**src/rtl/mult_job_issuer.sv**
```systemverilog
// Start/done initiator: accepts an operand pair, pulses the engine, waits for done
// (or a timeout), then holds the result until downstream takes it.
module mult_job_issuer #(
    parameter int WIDTH   = 8,
    parameter int TIMEOUT = 15,
    parameter int CNT_W   = 4
) (
    input  logic               clk,
    input  logic               rst,
    input  logic               in_valid,
    output logic               in_ready,
    input  logic [WIDTH-1:0]   in_a,
    input  logic [WIDTH-1:0]   in_b,
    output logic               eng_start,
    output logic [WIDTH-1:0]   eng_a,
    output logic [WIDTH-1:0]   eng_b,
    input  logic               eng_done,
    input  logic [2*WIDTH-1:0] eng_result,
    output logic               out_valid,
    input  logic               out_ready,
    output logic [2*WIDTH-1:0] out_result,
    output logic               out_timeout,
    output logic               busy,
    output logic [7:0]         job_count
);

    typedef enum logic [1:0] {
        IDLE  = 2'd0,
        ISSUE = 2'd1,
        WAIT  = 2'd2,
        HOLD  = 2'd3
    } state_t;

    localparam logic [CNT_W-1:0] TO_LAST = CNT_W'(TIMEOUT - 1);

    state_t             state_q;
    logic [CNT_W-1:0]   timer_q, timer_d;
    logic [7:0]         job_count_q, job_count_d;
    logic               eng_start_q;
    logic [WIDTH-1:0]   eng_a_q, eng_b_q;
    logic               out_valid_q, out_timeout_q;
    logic [2*WIDTH-1:0] out_result_q;

    assign timer_d     = timer_q + CNT_W'(1);
    assign job_count_d = job_count_q + 8'd1;

    always_ff @(posedge clk or posedge rst) begin
        if (rst) begin
            state_q       <= IDLE;
            timer_q       <= '0;
            job_count_q   <= '0;
            eng_start_q   <= 1'b0;
            eng_a_q       <= '0;
            eng_b_q       <= '0;
            out_valid_q   <= 1'b0;
            out_timeout_q <= 1'b0;
            out_result_q  <= '0;
        end else begin
            case (state_q)
                IDLE: begin
                    if (in_valid) begin
                        eng_a_q     <= in_a;
                        eng_b_q     <= in_b;
                        eng_start_q <= 1'b1;
                        state_q     <= ISSUE;
                    end
                end
                ISSUE: begin
                    eng_start_q <= 1'b0;
                    timer_q     <= '0;
                    state_q     <= WAIT;
                end
                WAIT: begin
                    timer_q <= timer_d;
                    // done takes priority over a timeout landing on the same edge
                    if (eng_done) begin
                        out_result_q  <= eng_result;
                        out_timeout_q <= 1'b0;
                        out_valid_q   <= 1'b1;
                        state_q       <= HOLD;
                    end else if (timer_q == TO_LAST) begin
                        out_result_q  <= '0;
                        out_timeout_q <= 1'b1;
                        out_valid_q   <= 1'b1;
                        state_q       <= HOLD;
                    end
                end
                HOLD: begin
                    if (out_ready) begin
                        out_valid_q <= 1'b0;
                        job_count_q <= job_count_d;
                        state_q     <= IDLE;
                    end
                end
                default: state_q <= IDLE;
            endcase
        end
    end

    assign in_ready    = (state_q == IDLE);
    assign busy        = (state_q != IDLE);
    assign eng_start   = eng_start_q;
    assign eng_a       = eng_a_q;
    assign eng_b       = eng_b_q;
    assign out_valid   = out_valid_q;
    assign out_result  = out_result_q;
    assign out_timeout = out_timeout_q;
    assign job_count   = job_count_q;

endmodule

```
**config.mk**
```make
export PLATFORM = sky130hd
export DESIGN_NAME = mult_job_issuer
export DESIGN_NICKNAME = d
export VERILOG_FILES = /design/src/rtl/mult_job_issuer.sv
export SDC_FILE = /design/constraint.sdc
export NUM_CORES = 1
export LEC_CHECK = 0
export ABC_CLOCK_PERIOD_IN_PS = 4400
export CORE_UTILIZATION = 30
export DETAILED_ROUTE_END_ITERATION = 6
export PLACE_DENSITY = 0.64
export REMOVE_ABC_BUFFERS = 1
export SYNTH_ARGS = -nofsm -noshare
export SYNTH_HDL_FRONTEND = slang
export SYNTH_SLANG_ARGS = --single-unit
```
**constraint.sdc**
```tcl
create_clock -name clk -period 4.4 [get_ports clk]
set_input_delay 1.1 -clock clk [delete_from_list [all_inputs] [get_ports clk]]
set_output_delay 1.1 -clock clk [all_outputs]
set_load 0.02 [all_outputs]
```
==> qor.csv <==
metric,value,unit
synth_cell_types,31,
vias_per_cell,4.649,
grt_remaining_overflow,0,
dieArea,7281,µm²
finalSetupTns,0,ns
yosysSeqAreaShare,0.5886,
syn_avg_cell_area,13.98,µm²
die_x,85.33,µm
post-route-period-util,0.6457,
grt_max_degree,50,
crit_start,state_q[0],
fin_worst_skew,0.005883,ns
report.final.slew_viol_count,0,
cts_tree,built,
clock_latency,0.29,ns
first_global_vias,1435,
num_antenna_cells,0,
ios,82,
clkTransAtPathRegs,0.09,ns
synth_area_leader_cell,dfrtp_1,
dp_hpwl,3.014,mm
ys_top_cells_by_count,"dfrtp_1, a22o_1, mux2_4",
gp_congestion,0.7289,
hold_path_class,reg2reg,
antenna_found_initial,0,
async_flop_share,1.000,
cp-end-kind,output pin,
synth_ff_type,dfrtp_1,
setup_viol,0,
drive_gt1_frac,0.1245,
synthTopCellsByArea,"dfrtp_1, mux2_4, a22o_1",
port-buffer-count,81,
vias,1455,
rsz0062_at_grt,false,
fill_cells,629,
grt.busiest_layer,met2,
ys_ff_latch,49,
cts_root_buf,clkbuf_8,
p_per_area,717.0,nW/µm²
outcome,finished clean,
use_met2,0.2001,
routedWlPerCell,14.01,µm
core,6756,µm²
worstMarginPinSlew,1.021,ns
crit_fanout,6,
use_met1,0.1569,
syn_inst,149,
grt.total_usage,0.1225,
fin_crit,2.841,ns
yosysMostFrequentCell,dfrtp_1,
holdBufCountCts,0,
ys_warn_count,0,
setup.worst_path.start_class,flop,
crit_type,reg2out,
post_cts_buffers,0,
drt_pass1_iterations,4,
p_leak,1.328,nW
initial_utilization,0.3083,
num_rows,30,
drtIter0Drc,35,
cp.arrival,1.74,ns
min-delay-start,job_count[7],
cts_resized,0,
drtAntennaViolNets,0,
dieHeight,85.33,µm
vdd_ir_drop_max,0.3629,mV
grt_pass1_wl,7.058,mm
relSlewSlack,0.3185,
areaGrowthSynthToFinish,45.05,%
cts_buffers,5,
fin_hold_ws,0.4717,ns
postRouteWirelength,4.385,mm
max_cap_viol_count,0,
nNetsFinal,276,
ctsHtreeMaxLevel,2,
cts.sinks,49,
met3_usage,0.03891,
yosysTopAreaCellShare,0.5886,
required,3.30,ns
synthesis.area,2083,µm²
synth_edf_count,0,
crit-reg2reg-launch,state_q[0],
hold_violations,0,
cts_buffer_depth,2,
fmax,352.0,MHz
drc,0,
sequential cells by signal (all words and copies together), names as in the netlist:
signal and cells:
out_timeout 1, eng_a 8, out_valid 1, eng_start 1, job_count 8, state_q 2, timer_q 4, out_result 16
eng_b 8
area by class of cell:
cell class,count,area [µm²],area share
Inverter,8,30.03,0.009938
Multi-Input combinational cell,87,770.7,0.2551
Clock inverter,1,7.507,0.002484
Tap cell,80,100.1,0.03313
Clock buffer,7,76.32,0.02526
Timing Repair Buffer,81,810.8,0.2683
Sequential cell,49,1226,0.4058
placed cells by master (no fill, tap or decap), drive strengths merged:
| cell | count |
|---|---|
| clkdlybuf4s50 | 81 |
| dfrtp | 49 |
| mux2 | 17 |
| a22o | 16 |
| nand2 | 9 |
| inv | 8 |
| ha | 7 |
| clkbuf | 7 |
| xnor2 | 5 |
| o21ai | 4 |
| a21oi | 3 |
| nor2 | 3 |
| nand3 | 3 |
| nor2b | 2 |
| nor3 | 2 |
| o2bb2ai | 2 |
| xor2 | 2 |
| a31o | 1 |
| and2 | 1 |
| a31oi | 1 |
| o22a | 1 |
| nand2b | 1 |
| a211oi | 1 |
| o32a | 1 |
| and4 | 1 |
| and3 | 1 |
| nand4 | 1 |
| or3 | 1 |
| mux2i | 1 |
| clkinvlp | 1 |
kinds of logic after synthesis:
logic type / count (synthesis) / share of synthesized area
muxes: 18 / 0.1147
DFF: 49 / 0.5886
adders and majority gates: 7 / 0.04204
AOI/OAI and AO/OA: 30 / 0.1189
xor gates and xnor gates: 7 / 0.02943
and+or+nand+nor: 25 / 0.06487
buffers and inverters: 13 / 0.04144
worst max-delay path: stages, from the launching register on:
cell	delay, ns
dfrtp_1	0.41
inv_1	0.09
ha_1	0.27
inv_1	0.08
clkdlybuf4s50_1	0.60
where the power goes:
part | internal [mW] | switching, mW | leakage (nW)
registers | 0.648 | 0.128 | 0.607
logic | 0.595 | 0.532 | 0.682
clock network | 0.113 | 0.151 | 0.0385
layer usage:
| metal | wire (µm) | share of wire |
|---|---|---|
| met1 | 2036 | 0.46 |
| met2 | 2076 | 0.47 |
| met3 | 272 | 0.062 |
| met4 | 0 | 0 |
| met5 | 0 | 0 |
path summary, 6_finish.rpt:
| check | endpoint | slack, ns | cells after the start |
|---|---|---|---|
| hold reg to reg | job_count[7] | 0.47 | 1 |
| setup / recovery | busy | 1.56 | 4 |
| min in group asynchronous | out_result[4] | 1.36 | 2 |
| max in group asynchronous | out_valid | 2.42 | 2 |
| hold / removal | job_count[7] | 0.47 | 1 |
| setup reg to reg | eng_b[1] | 2.72 | 4 |
stage by stage:
step             util  std cells  power [mW]  instance area (µm²)  setup slack (ns)
6_report       0.4472        313       2.166                 3022             1.559
5_1_grt        0.4472        313       2.298                 3022             1.472
4_1_cts        0.4472        313       2.189                 3022             1.536
3_5_place_dp   0.4348        305       1.917                 2938             1.870
3_3_place_gp   0.4348        305       1.893                 2938             1.916
2_1_floorplan       -        144       1.408                 2027             2.127
Power figures use the tool's default switching activity.
